## config.mk

```make
export PLATFORM = sky130hd
export DESIGN_NAME = mmio_store_ctrl
export DESIGN_NICKNAME = d
export VERILOG_FILES = /design/src/rtl/mmio_store_ctrl_pkg.sv /design/src/rtl/mmio_counters.sv /design/src/rtl/mmio_store_ctrl.sv
export SDC_FILE = /design/constraint.sdc
export NUM_CORES = 1
export LEC_CHECK = 0
export CORE_MARGIN = 10
export CORE_UTILIZATION = 35
export CTS_BUF_LIST = sky130_fd_sc_hd__clkbuf_4
export DETAILED_ROUTE_END_ITERATION = 16
export MAX_ROUTING_LAYER = met4
export PLACE_DENSITY = 0.7
export SLEW_MARGIN = 20
export SYNTH_ARGS = -nofsm -noshare
export SYNTH_HDL_FRONTEND = slang
export SYNTH_SLANG_ARGS = --single-unit
```

## constraint.sdc

```tcl
create_clock -name clk -period 4 [get_ports clk]
set_input_delay 0.4 -clock clk [delete_from_list [all_inputs] [get_ports clk]]
set_output_delay 0.4 -clock clk [all_outputs]
set_load 0.02 [all_outputs]
```

## src/rtl/mmio_store_ctrl_pkg.sv

```systemverilog
// Shared opcode/funct3 constants for the memory stage plus the MMIO offset map,
// so the store side here and the load-side io select decode the same addresses.
package mmio_store_ctrl_pkg;

  localparam logic [6:0] OPC_LOAD  = 7'b0000011;
  localparam logic [6:0] OPC_STORE = 7'b0100011;
  localparam logic [6:0] OPC_OPIMM = 7'b0010011;

  localparam logic [2:0] FNC_SB = 3'b000;
  localparam logic [2:0] FNC_SH = 3'b001;
  localparam logic [2:0] FNC_SW = 3'b010;
  localparam logic [2:0] FNC_LW = 3'b010;

  // MMIO offsets, relative to the MMIO window base
  localparam logic [31:0] UART_CTRL = 32'h0000_0000;
  localparam logic [31:0] UART_RX   = 32'h0000_0004;
  localparam logic [31:0] UART_TX   = 32'h0000_0008;
  localparam logic [31:0] CYCLE_CNT = 32'h0000_0010;
  localparam logic [31:0] INST_CNT  = 32'h0000_0014;
  localparam logic [31:0] CNT_RST   = 32'h0000_0018;

  // UART TX holding register occupancy
  typedef enum logic {
    TX_EMPTY = 1'b0,
    TX_FULL  = 1'b1
  } tx_state_e;

endpackage

```

## src/rtl/mmio_counters.sv

```systemverilog
// Free-running cycle counter and retired-instruction counter with a
// synchronous clear that takes priority over the same-cycle increment.
module mmio_counters #(
  parameter int CNT_W = 32
) (
  input  logic             clk,
  input  logic             rst_n,
  input  logic             clr,
  input  logic             inst_inc,
  output logic [CNT_W-1:0] cycle_count,
  output logic [CNT_W-1:0] inst_count
);

  logic [CNT_W-1:0] cycle_q, cycle_d;
  logic [CNT_W-1:0] inst_q, inst_d;

  // Next counter values: clear wins, otherwise increment (wraps naturally)
  always_comb begin
    cycle_d = cycle_q + CNT_W'(1);
    inst_d  = inst_inc ? inst_q + CNT_W'(1) : inst_q;
    if (clr) begin
      cycle_d = '0;
      inst_d  = '0;
    end
  end

  // Counter registers
  always_ff @(posedge clk or negedge rst_n) begin
    if (!rst_n) begin
      cycle_q <= '0;
      inst_q  <= '0;
    end else begin
      cycle_q <= cycle_d;
      inst_q  <= inst_d;
    end
  end

  assign cycle_count = cycle_q;
  assign inst_count  = inst_q;

endmodule

```

## src/rtl/mmio_store_ctrl.sv

```systemverilog
// Memory-stage store / MMIO-write control: byte masks and lane data for
// DMEM/IMEM, the UART TX holding register, RX consume pulse and counters.
//
// Handshakes (valid/ready): a byte transfers on a cycle where valid and ready
// are both high. TX: uart_tx_valid stays high with stable uart_tx_data until
// uart_tx_ready is seen. RX: uart_rx_ready is a single-cycle pulse, raised only
// while uart_rx_valid is high, so it always marks exactly one consumed byte.
module mmio_store_ctrl
  import mmio_store_ctrl_pkg::*;
#(
  parameter int          CNT_W     = 32,
  parameter logic [31:0] MMIO_BASE = 32'h8000_0000
) (
  input  logic             clk,
  input  logic             rst_n,
  input  logic [31:0]      inst_mem,
  input  logic [31:0]      alu_mem,
  input  logic [31:0]      rs2_mem,
  input  logic             stall,
  input  logic             inst_retire,
  output logic [3:0]       st_mask,
  output logic [31:0]      st_data,
  output logic             dmem_wen,
  output logic             imem_wen,
  output logic [7:0]       uart_tx_data,
  output logic             uart_tx_valid,
  input  logic             uart_tx_ready,
  input  logic             uart_rx_valid,
  output logic             uart_rx_ready,
  output logic [31:0]      uart_ctrl,
  output logic [CNT_W-1:0] cycle_count,
  output logic [CNT_W-1:0] inst_count
);

  logic [6:0] opcode;
  logic [2:0] funct3;
  logic [1:0] off;
  logic       is_store;
  logic       is_load;
  logic       hit_tx;
  logic       hit_rx;
  logic       hit_cnt_rst;
  logic       unused_inst_bits;

  assign opcode   = inst_mem[6:0];
  assign funct3   = inst_mem[14:12];
  assign off      = alu_mem[1:0];
  assign is_store = (opcode == OPC_STORE) && !stall;
  assign is_load  = (opcode == OPC_LOAD) && !stall;

  // Full 32-bit compares so aliases inside the window never match
  assign hit_tx      = (alu_mem == MMIO_BASE + UART_TX);
  assign hit_rx      = (alu_mem == MMIO_BASE + UART_RX);
  assign hit_cnt_rst = (alu_mem == MMIO_BASE + CNT_RST);

  assign unused_inst_bits = ^{inst_mem[31:15], inst_mem[11:7]};

  // Byte-lane mask and replicated store data
  always_comb begin
    st_mask = 4'b0000;
    st_data = rs2_mem;
    case (funct3)
      FNC_SB: begin
        st_data = {4{rs2_mem[7:0]}};
        if (is_store) st_mask = 4'b0001 << off;
      end
      FNC_SH: begin
        st_data = {2{rs2_mem[15:0]}};
        if (is_store) st_mask = 4'b0011 << {off[1], 1'b0};
      end
      FNC_SW: begin
        if (is_store) st_mask = 4'b1111;
      end
      default: ;
    endcase
  end

  // MMIO (bit 31) never writes memory; bits 28/29 select DMEM/IMEM independently
  assign dmem_wen = is_store && !alu_mem[31] && alu_mem[28];
  assign imem_wen = is_store && !alu_mem[31] && alu_mem[29];

  // TX holding register: state and buffer
  tx_state_e  tx_state_q, tx_state_d;
  logic [7:0] tx_buf_q, tx_buf_d;

  // TX next state: load on store when empty, drain on handshake; stores while full are dropped
  always_comb begin
    tx_state_d = tx_state_q;
    tx_buf_d   = tx_buf_q;
    case (tx_state_q)
      TX_EMPTY: begin
        if (is_store && hit_tx) begin
          tx_buf_d   = rs2_mem[7:0];
          tx_state_d = TX_FULL;
        end
      end
      TX_FULL: begin
        if (uart_tx_ready) tx_state_d = TX_EMPTY;
      end
      default: tx_state_d = TX_EMPTY;
    endcase
  end

  // TX state register; async reset discards any pending byte
  always_ff @(posedge clk or negedge rst_n) begin
    if (!rst_n) begin
      tx_state_q <= TX_EMPTY;
      tx_buf_q   <= 8'h00;
    end else begin
      tx_state_q <= tx_state_d;
      tx_buf_q   <= tx_buf_d;
    end
  end

  // uart_tx_valid is the FSM state itself, so it doubles as the state observation point
  assign uart_tx_valid = (tx_state_q == TX_FULL);
  assign uart_tx_data  = tx_buf_q;

  // RX consume pulse, combinational; a stalled load waits until the stall lifts
  assign uart_rx_ready = is_load && hit_rx && uart_rx_valid;

  assign uart_ctrl = {30'b0, uart_rx_valid, !uart_tx_valid};

  mmio_counters #(
    .CNT_W(CNT_W)
  ) u_counters (
    .clk        (clk),
    .rst_n      (rst_n),
    .clr        (is_store && hit_cnt_rst),
    .inst_inc   (inst_retire && !stall),
    .cycle_count(cycle_count),
    .inst_count (inst_count)
  );

endmodule

```

Yosys cells after proc, flatten, opt, wreduce, memory -nomap -nowiden. Cells that the tools add are included.

Bits in registers: 73. Output and inout port bits: 144. Logic and storage cells: 43.

Add/sub/neg operators: 2. Equal/unequal tests: 7. Shifts and indexed selects: 2. Multiplexer cells: 11. Bitwise logic cells: 1. Reductions and logical operators: 16.

Operator list (count): $eq A32 B32 Y1 const B (3); $mux W32 (3); $add A32 B1 Y32 const B (2); $pmux W32 S2 (1); $mux W4 (3); $pmux W4 S3 (1); $logic_and A1 B1 Y1 (10); $eq A7 B2 Y1 const B (1); $eq A7 B6 Y1 const B (1); $shl A1 B2 Y4 const A (1); $shl A2 B2 Y4 const A (1); $eq A3 B1 Y1 const B (1); $eq A3 B2 Y1 const B (1); $logic_not A1 Y1 (3); $logic_not A3 Y1 (1); $mux W1 (2); $pmux W1 S2 (1); $reduce_and A2 Y1 (1); $reduce_bool A2 Y1 (1); $not A1 Y1 (1).

Depth between registers and ports, before layout. Gate-level depths: netlist of the first run.

Word-level depth: 5. Gate-level depth with buffers: 7.

Modules after synthesis. Synthesis of the first run repeated with hierarchy kept, for this count alone.

Cells, all modules: 489. Area, all modules: 4558.1 µm².

By module, submodules not included: mmio_counters (times used 1, cells each 350, area an instance 3315.7 µm², sequential area each 1601.5 µm²); mmio_store_ctrl (times used 1, cells each 139, area an instance 1242.4 µm², sequential area each 225.2 µm²).

Least setup slack after synthesis of the first run. Ideal clock, no wire load.

Path kind: input -> register. From: in inst_mem[3]. To: reg tx_buf_q[0] (netlist: uart_tx_data[0]). Library setup time: 0.125 ns. Arrival: 2.097 ns. Data required time: 3.875 ns. Setup slack: 1.778 ns. Stages: 5. Cells stage by stage: nor4b_2 -> nand4_2 -> or4_4 -> nor3_4 -> mux2_2.

Cells in the longest elaborated chain, start to end: 4.

RTL lines: from (decl) (RTL line mmio_store_ctrl.sv:16) `input logic [31:0] inst_mem,`; $eq A7 B6 Y1 (RTL line mmio_store_ctrl.sv:48) `assign is_store = (opcode == OPC_STORE) && !stall;`; $logic_and A1 B1 Y1 (RTL line mmio_store_ctrl.sv:48); $logic_and A1 B1 Y1 (RTL line mmio_store_ctrl.sv:92) `if (is_store && hit_tx) begin`; $reduce_and A2 Y1 (no line); to (signal assigned) (RTL line mmio_store_ctrl.sv:111) `tx_buf_q <= tx_buf_d;`; to (decl) (RTL line mmio_store_ctrl.sv:84) `logic [7:0] tx_buf_q, tx_buf_d;`.

No other way between the ends. A chain may end at the register's enable or synchronous reset.

Worst setup path after layout of the first run.
From: in stall. To: out st_mask[3].

Cells in the longest elaborated chain, start to end: 4. Elaborated cells between the ends (all ways): 6. Those cells by class: mux: 4; reduce/logical: 2.

RTL lines: from (decl) (RTL line mmio_store_ctrl.sv:19) `input logic stall,`; $logic_not A1 Y1 (*) (RTL line mmio_store_ctrl.sv:48); $logic_and A1 B1 Y1 (*) (RTL line mmio_store_ctrl.sv:48); $mux W4 (on tied branches) (RTL line mmio_store_ctrl.sv:72, mmio_store_ctrl.sv:65, mmio_store_ctrl.sv:69); $pmux W4 S3 (*) (RTL line mmio_store_ctrl.sv:62) `case (funct3)`; to (decl) (RTL line mmio_store_ctrl.sv:21) `output logic [3:0] st_mask,`.

Every way passes the cells marked *; elsewhere a longest branch is shown, timed or not.

==> impl_metrics.toml, run 1 <==
[pwr]
power_switching_share_pct = 30.7
pwr-share-seq_pct = 48.2
p_per_area_nw_per_um2 = 261
combPwrFrac_pct = 24.7
power.switching_mw = 0.520
p_clk_share_pct = 27.1
ir_drop_mv = 0.132
power.total_mw = 1.69
p_leak_nw = 2.64
p_int_mw = 1.17

[global_route]
top_usage_layer = "met2"
use_met2_pct = 27.5
grt_overflow = 0
grt_max_degree = 74
use_met3_pct = 2.82
met1_usage_pct = 20.3
antenna_found_initial = 1
grt_pass1_vias = 4161
grt_pass1_wl_um = 23500
grtUsageTotal_pct = 16.8

[cells_and_area]
mostFrequentLayoutCells = "192 x clkdlybuf4s50_1, 90 x nor2_1, 73 x dfrtp_1"
stdcell_area_um2 = 6480
syn_to_final_growth_pct = 46.9
multiInputGateArea_um2 = 2330
final_nets = 769
drive_gt1_share_pct = 7.62
final_common_cell = "clkdlybuf4s50_1"
fill_cells = 1130
area.sequential_um2 = 1830

[critical_path]
rr_endpoint = "u_counters.inst_count[25]"
setup.worst_path.end_class = "output pin"
critical_path_required_ns = 3.60
worstPathArrival_ns = 2.61
startpoint_type = "input port"
worstSetupPathType = "input port to output pin"
ff2ff_setup_slack_ns = 1.86
reg2reg_depth = 5
r2r-start = "u_counters.inst_count[3]"
cp_max_fo = 5

[clock_tree]
clock_sinks = 73
root_buffer = "clkbuf_4"
numCtsBuffers = 9
cts_hold_buf = 0
clk_pin_slew_worst_paths_ns = 0.12
cts_resized = 0
worstSkewPairLatency_ns = 0.44
cts_tree = "done"
clockBufferDepth = 2
postCtsSetupBuffers = 0
htreeDepth = 3

[timing]
max_freq_mhz = 332
slew-limit-headroom_pct = 38.2
fin_crit_ns = 3.01
final-setup-viol-count = 0
rsz0062_at_grt = "no"
drv_slew = 0
whs_ns = 0.0767
worst_pin_slew_ns = 0.927
period_share_pct = 75.3
finClkSkew_ns = 0.0196
setup_tns_ns = 0
setup_ws_ns = 0.987
hold_violations = 0

[floorplanning]
die-area_um2 = 17500
initial_core_util_pct = 36.3
dieWidth_um = 132
core_um2 = 12200
fp-row-count = 40
boundaryPins = 246
die_h_um = 132

[detailed_routing]
vias_per_cell = 4.95
finalWirelength_um = 14800
drt-initial-drc-count = 180
dr.pass1.iters = 4
wl_per_cell_um = 17.7
drc = 0
antenna_left = 0
dr_total_vias = 4150

[placement]
portBuffers = 193
dp_slack_ns = 0.988
gp_congestion = 0.854
placed_area_um2 = 6350
hpwl_um = 11700

[synthesis]
synth_area_um2 = 4410
ys_warn_count = 0
seq_area_frac_synth_pct = 41.4
yosysTopAreaCell = "dfrtp_1"
ys_async_sr_fraction_pct = 100
synth_seq_cells = 73
syn_area_per_cell_um2 = 9.17
netlist_instances = 481
synth_ff_type = "dfrtp_1"
synthDistinctLibCells = 38
synth_area_leaders = "dfrtp_1 41%, nor2_1 7.7%, buf_4 6.6%"
synth_top_area_share_pct = 41.4
synth_edf_count = 0

[hold_path]
min_path_type = "input port to async pin"

[run]
drv_cap = 0

[run_status]
status = "finished clean"
==> worst max-delay path, cell delays in order <==
cell             delay (ns)
clkdlybuf4s50_1        0.48
nor4b_2                0.32
nand4_2                0.26
a211o_2                0.36
a21oi_1                0.13
clkdlybuf4s50_1        0.66
==> registers in the layout, indices dropped and copies added, names as in the netlist <==
| signal | cells |
|---|---|
| uart_tx_data | 8 |
| u_counters.cycle_count | 32 |
| u_counters.inst_count | 32 |
| uart_tx_valid | 1 |
==> kinds of logic after synthesis <==
family	Yosys count	synth area share, %
other	1	0.0850
adders and majority gates	2	0.567
xor gates and xnor gates	61	12.1
AOI/OAI and AO/OA	17	2.16
muxes	32	7.95
buffers and inverters	59	8.34
and+or+nand+nor	236	27.4
DFF	73	41.4
==> metal layers <==
layer  share of wire (%)  vias up
li1                    -     1980
met1                  44     1978
met2                  49      173
met3                 5.4       19
met4                 2.0        0
met5                   0        -
==> through the flow <==
step                utilization (%)  std cells
floorplan                         -        510
global placement               52.2        822
detailed placement             52.2        822
CTS                            53.2        837
global route                   53.3        838
finish                         53.3        838
==> cells in the mapped netlist (2+ instances only) <==
cell type	instances
nor2_1	90
dfrtp_1	73
buf_4	39
xnor2_1	33
nand2_1	28
nand4_1	28
xor2_1	28
mux2_2	24
nand3_1	23
nor4_1	22
a21oi_1	13
nor3_1	12
clkbuf_1	11
mux2i_1	8
inv_1	7
and3_1	6
and4_1	5
nand2b_1	3
nor3b_1	3
and4b_1	2
buf_1	2
ha_1	2
nor2b_1	2
o21bai_1	2
or4_1	2
==> final cells by class <==
class / count / area share [%]
sequential: 73 / 28.2
clock inverter: 4 / 0.695
antenna: 1 / 0.0386
tap: 168 / 3.25
inverter: 7 / 0.406
multi-input combinational: 378 / 36.0
clock buffer: 11 / 1.27
timing repair buffer: 196 / 30.1
==> how the worst max path moves through the flow <==
| stage | end | cells after the start | slack (ns) | from |
|---|---|---|---|---|
| 4_1_cts | st_mask[1] | 6 | 0.98 | stall |
| 5_1_grt | st_data[13] | 5 | 0.83 | inst_mem[12] |
| 2_1_floorplan | uart_tx_data[0] | 5 | 1.78 | inst_mem[3] |
| 3_3_place_gp | st_data[13] | 5 | 0.99 | inst_mem[12] |
| 6_report | st_mask[3] | 6 | 0.99 | stall |
| 3_5_place_dp | st_mask[1] | 6 | 0.99 | stall |
==> power groups by stage <==
stage	registers (mW)	clock network (mW)	logic, mW
after CTS	0.816	0.472	0.423
after global routing	0.823	0.500	0.447
after global placement	0.828	0	0.417
after detailed placement	0.829	0	0.421
after floorplan	0.858	0	0.177
final	0.816	0.460	0.418
(Power assumes the default switching activity.)
==> inputs of run 2 (changes only) <==
--- a/config.mk
+++ b/config.mk
@@ -10,7 +10,7 @@
 export CTS_BUF_LIST = sky130_fd_sc_hd__clkbuf_4
 export DETAILED_ROUTE_END_ITERATION = 16
 export MAX_ROUTING_LAYER = met4
-export PLACE_DENSITY = 0.7
+export PLACE_DENSITY = 0.73
 export SLEW_MARGIN = 20
 export SYNTH_ARGS = -nofsm -noshare
 export SYNTH_HDL_FRONTEND = slang
==> constraint.sdc (replaced) <==
create_clock -name clk -period 2.6 [get_ports clk]
set_input_delay 0.26 -clock clk [delete_from_list [all_inputs] [get_ports clk]]
set_output_delay 0.26 -clock clk [all_outputs]
set_load 0.02 [all_outputs]
==> run 2 against run 1 <==
- sequential share of layout area decreased by 0.57 points
- core utilization increased by 1.1 points
- sequential power rose by 54%
- clock-buffer cell count unchanged
- hold slack gained 0.31 ns
- global-route usage rose by 0.20 points
- worst setup slack got worse by 0.75 ns
- critical path type unchanged
- largest cell class unchanged
==> impl_metrics.toml, run 2 (synthesized netlist as in run 1, its figures left out) <==
[placement]
dp_slack_ns = -0.0505
hpwl_um = 12000
portBuffers = 193
gp_congestion = 0.858
dp_cells = 833

[timing]
final-setup-viol-count = 0
hold_violations = 0
period_share_pct = 90.9
slew-limit-headroom_pct = 38.2
rsz0062_at_grt = "no"
finClkSkew_ns = 0.0133
max_freq_mhz = 423
drv_slew = 0
worst_pin_slew_ns = 0.928
fin_crit_ns = 2.36
setup_ws_ns = 0.237

[floorplanning]
die_h_um = 132
initial_core_util_pct = 36.3
fp-row-count = 40
core_um2 = 12200
boundaryPins = 246
dieWidth_um = 132
die-area_um2 = 17500

[clock_tree]
htreeDepth = 3
root_buffer = "clkbuf_4"
clockBufferDepth = 2
clock_sinks = 73
clk_pin_slew_worst_paths_ns = 0.11
worstSkewPairLatency_ns = 0.43
cts_tree = "done"
numCtsBuffers = 9

[critical_path]
worstSetupPathType = "input port to output pin"
critical_path_required_ns = 2.34
worstPathArrival_ns = 2.10
crit_path_frequent_cell = "clkdlybuf4s50_1"
reg2reg_depth = 5
startpoint_type = "input port"
setup.worst_path.end_class = "output pin"
cpPeakStageDelay_ns = 0.56
cpMaxStageDelayCell = "clkdlybuf4s50_1"
cp_cell_sequence = "clkdlybuf4s50_1 -> nor3_1 -> buf_4 -> mux2_2 -> clkdlybuf4s50_1"
cp_max_fo = 8

[cells_and_area]
syn_to_final_growth_pct = 49.9
fin_cells = 851
final_nets = 781
final_common_cell = "clkdlybuf4s50_1"
drive_gt1_share_pct = 8.80
mostFrequentLayoutCells = "185 x clkdlybuf4s50_1, 90 x nor2_1, 73 x dfrtp_1"

[pwr]
p_leak_nw = 2.78
ir_drop_mv = 0.241
p_per_area_nw_per_um2 = 394

[detailed_routing]
antenna_left = 0
dr.pass1.iters = 4
drt-initial-drc-count = 156
dr_total_vias = 4164
drc = 0
finalWirelength_um = 15000
vias_per_cell = 4.89
wl_per_cell_um = 17.6

[global_route]
grt_overflow = 0
grt_pass1_vias = 4226
grt_max_degree = 74
grt_pass1_wl_um = 23700
antenna_found_initial = 1
grtUsageTotal_pct = 17.0

[hold_path]
min_path_type = "input port to register"
hold_depth = 2

[run]
drv_cap = 0

[run_status]
status = "finished clean"
[run 2: cell count changes in the layout (fill, tap and decap cells not counted)]
cell,change
buf_12,+3
clkinv_2,-2
buf_4,+8
dlygate4sd2_1,+4
dlymetal6s2s_1,+3
dlygate4sd3_1,+1
clkdlybuf4s50_1,-7
clkinv_1,+3
[run 2: timing repair]
item,4_1_cts,5_1_grt
gates resized for setup,4,3
endpoints found under the setup margin,4,3
endpoints found under the hold margin,73,0
hold buffers,1,0
setup buffers,0,0
[run 2: worst paths after layout]
check	startpoint	endpoint	slack [ns]
max	inst_mem[12]	st_data[14]	0.24
min	uart_tx_ready	uart_tx_valid	0.38
max reg2reg	u_counters.inst_count[3]	u_counters.inst_count[25]	0.48
min reg2reg	uart_tx_data[3]	uart_tx_data[3]	0.52
max in group asynchronous	rst_n	uart_tx_data[7]	1.50
min in group asynchronous	rst_n	u_counters.inst_count[26]	0.49
[run 2: stage by stage]
step	TNS, ns	instance area, um2	hold WS [ns]	power [mW]	utilization (%)
global placement	-0.0187	6470	0.447	1.92	53.2
finish	0	6610	0.382	2.60	54.4
floorplan	0	4520	-0.0356	1.59	-
global route	0	6610	0.384	2.74	54.4
detailed placement	-0.467	6470	0.458	1.94	53.2
CTS	0	6600	0.363	2.63	54.3
[run 2: cell type report]
cell class,count,area (um2)
clock inverter,5,46.3
inverter,7,26.3
fill,1098,5550
sequential,73,1830
timing repair buffer,208,2080
tap,168,210
antenna,1,2.50
multi-input combinational,378,2330
clock buffer,11,82.6
[run 2: metal layers]
metal  vias up  routed length [um]  GRT usage, %
met2       155                7450          28.4
met1      2001                6600          20.5
li1       1998                   -             -
met4         0                 162          4.95
met3        10                 736          3.20
met5         -                   0             -
[run 2: where the power goes]
part	total (mW)	leakage (nW)	internal, mW	switching [mW]
registers	1.26	0.982	1.18	0.0783
logic	0.656	1.73	0.328	0.328
clock network	0.690	0.0734	0.305	0.386
[run 2: worst max-delay path, delay by kind of cell]
kind,cells,cell delay (ns)
and+or+nand+nor,1,0.22
muxes,1,0.35
buffers and inverters,3,1.27
==> inputs of run 3 (changes only) <==
--- a/config.mk
+++ b/config.mk
@@ -5,12 +5,12 @@
 export SDC_FILE = /design/constraint.sdc
 export NUM_CORES = 1
 export LEC_CHECK = 0
+export ABC_AREA = 1
 export CORE_MARGIN = 10
 export CORE_UTILIZATION = 35
 export CTS_BUF_LIST = sky130_fd_sc_hd__clkbuf_4
 export DETAILED_ROUTE_END_ITERATION = 16
-export MAX_ROUTING_LAYER = met4
-export PLACE_DENSITY = 0.73
+export PLACE_DENSITY = 0.68
 export SLEW_MARGIN = 20
 export SYNTH_ARGS = -nofsm -noshare
 export SYNTH_HDL_FRONTEND = slang
==> run 3 against run 2 <==
- via count increased by 35%
- core utilization decreased by 4.6 points
- global-route usage decreased by 0.18 points
- worst setup slack got worse by 0.11 ns
- register-to-register slack improved by 0.26 ns
- first-iteration DRC count increased by 120%
- clock skew increased by 0.018 ns
- clock power increased by 5.2%
- critical path type unchanged
==> impl_metrics.toml, run 3 <==
[timing]
worst_pin_slew_ns = 0.971
fin_crit_ns = 2.47
rsz0062_at_grt = "no"
hold_violations = 0
setup_ws_ns = 0.127
whs_ns = 0.376
slew-limit-headroom_pct = 35.3
finClkSkew_ns = 0.0315
period_share_pct = 95.1
setup_tns_ns = 0
final-setup-viol-count = 0
drv_slew = 0
max_freq_mhz = 404

[synthesis]
ys_top_cells_by_count = "254 x nand2_1, 165 x nor2_1, 99 x inv_1"
yosysTopAreaCell = "dfrtp_1"
seq_area_frac_synth_pct = 33.2
synth_area_leaders = "dfrtp_1 33%, nand2_1 17%, nor2_1 11%"
synth_edf_count = 0
syn_area_per_cell_um2 = 6.58
synth_ff_type = "dfrtp_1"
synth_seq_cells = 73
synth_area_um2 = 5510
synthDistinctLibCells = 35
yosysMostFrequentCell = "nand2_1"
ys_async_sr_fraction_pct = 100
ys_warn_count = 0
netlist_instances = 838
synth_top_area_share_pct = 33.2

[run]
drv_cap = 0

[clock_tree]
clockBufferDepth = 2
root_buffer = "clkbuf_4"
clk_pin_slew_worst_paths_ns = 0.11
numCtsBuffers = 9
htreeDepth = 3
postCtsSetupBuffers = 0
clock_sinks = 73
cts_tree = "done"
worstSkewPairLatency_ns = 0.45

[floorplanning]
die_h_um = 145
initial_core_util_pct = 36.0
fp-row-count = 45
die-area_um2 = 21200
boundaryPins = 246
core_um2 = 15300
dieWidth_um = 145

[pwr]
p_clk_share_pct = 26.9
p_per_area_nw_per_um2 = 354
power_switching_share_pct = 33.0
p_int_mw = 1.81
combPwrFrac_pct = 26.6
p_leak_nw = 3.67
power.switching_mw = 0.892
ir_drop_mv = 0.467
pwr-share-seq_pct = 46.5

[critical_path]
setup.worst_path.end_class = "output pin"
worstSetupPathType = "input port to output pin"
cp_max_fo = 6
critical_path_required_ns = 2.34
startpoint_type = "input port"
worstPathArrival_ns = 2.21

[detailed_routing]
antenna_left = 0
drt-initial-drc-count = 341
dr_total_vias = 5627
drc = 0
vias_per_cell = 4.52
wl_per_cell_um = 14.8
finalWirelength_um = 18400
dr.pass1.iters = 5

[cells_and_area]
drive_gt1_share_pct = 8.23
final_common_cell = "nand2_1"
fin_cells = 1245
mostFrequentLayoutCells = "254 x nand2_1, 192 x clkdlybuf4s50_1, 165 x nor2_1"
final_util_pct = 49.8
final_nets = 1132
fill_cells = 1565
syn_to_final_growth_pct = 38.4

[run_status]
status = "finished clean"

[placement]
portBuffers = 193
dp_slack_ns = 0.122
hpwl_um = 15100
gp_congestion = 0.889
dp_cells = 1227

[global_route]
grt_pass1_vias = 5544
grt_pass1_wl_um = 29200
antenna_found_initial = 1
grtUsageTotal_pct = 16.9
grt_max_degree = 74
grt_overflow = 0

[hold_path]
min_path_type = "input port to register"
==> run 3: changes by cell type in the layout (fill, tap and decap cells not counted), sizes merged, moves of 11 or more <==
cell / delta
nand3: +23
xnor2: -25
xor2: -13
nor4: -22
nor2: +110
mux2: -24
nand2: +236
o21ai: +12
a21oi: -11
inv: +98
==> run 3: power groups by stage <==
stage | combinational [mW] | sequential [mW] | clock, mW
after floorplan | 0.338 | 1.32 | 0
final | 0.719 | 1.26 | 0.726
after CTS | 0.728 | 1.26 | 0.749
after global placement | 0.715 | 1.28 | 0
after global routing | 0.785 | 1.27 | 0.796
after detailed placement | 0.723 | 1.28 | 0
==> run 3: layout make-up <==
| type | instances | area [um2] | area share, % |
|---|---|---|---|
| diodes | 1 | 2.50 | 0.0328 |
| clock buffers | 10 | 75.1 | 0.985 |
| clock inverters | 6 | 58.8 | 0.771 |
| inverters | 106 | 403 | 5.28 |
| multi-input cells | 639 | 3010 | 39.4 |
| flip-flops and latches | 73 | 1830 | 24.0 |
| well taps | 211 | 264 | 3.46 |
| repair buffers | 199 | 1990 | 26.1 |
==> run 3: through the flow <==
step           area [um2]  power, mW
2_1_floorplan        5620       1.65
3_3_place_gp         7480       1.99
3_5_place_dp         7480       2.00
4_1_cts              7620       2.73
5_1_grt              7620       2.85
6_report             7620       2.70
==> run 3: logic make-up (layout without fill, tap and decap cells) <==
family / count (synthesis) / in the layout / synth area share (%)
buffers and inverters: 155 / 321 / 14.3
other: 1 / 31 / 0.0681
flip-flops: 73 / 73 / 33.2
adder cells (fa/ha/maj): 2 / 2 / 0.454
AO/OA/AOI/OAI: 26 / 26 / 2.86
XOR/XNOR: 23 / 23 / 3.66
AND/OR/NAND/NOR: 558 / 558 / 45.5
==> run 3: critical path: stages <==
cell and delay, ns:
clkdlybuf4s50_1 0.47, nor2_4 0.13, inv_1 0.10, nor2_2 0.24, inv_1 0.15, o211ai_1 0.19
clkdlybuf4s50_1 0.67
==> run 3: routing by layer <==
| metal | part of all wire [%] | vias up | GRT usage, % |
|---|---|---|---|
| met2 | 48 | 184 | 28.5 |
| met3 | 7.6 | 21 | 5.28 |
| met5 | 0 | - | 0 |
| met1 | 42 | 2526 | 19.8 |
| met4 | 1.9 | 0 | 5.51 |
| li1 | - | 2896 | - |
==> run 3: what timing repair did <==
item	CTS	global route
hold buffers	1	0
endpoints found under the hold margin	63	0
resized for setup	0	0
==> run 3: final timing paths <==
kind                                           start                         end  slack, ns  cells after the start
setup / recovery                        inst_mem[13]                 st_data[31]       0.13                      7
hold / removal                         uart_tx_ready               uart_tx_valid       0.38                      2
setup reg to reg           u_counters.cycle_count[0]  u_counters.cycle_count[16]       0.74                      7
hold reg to reg                      uart_tx_data[4]             uart_tx_data[4]       0.48                      2
max in group asynchronous                      rst_n  u_counters.cycle_count[23]       1.46                      2
min in group asynchronous                      rst_n  u_counters.cycle_count[18]       0.50                      2
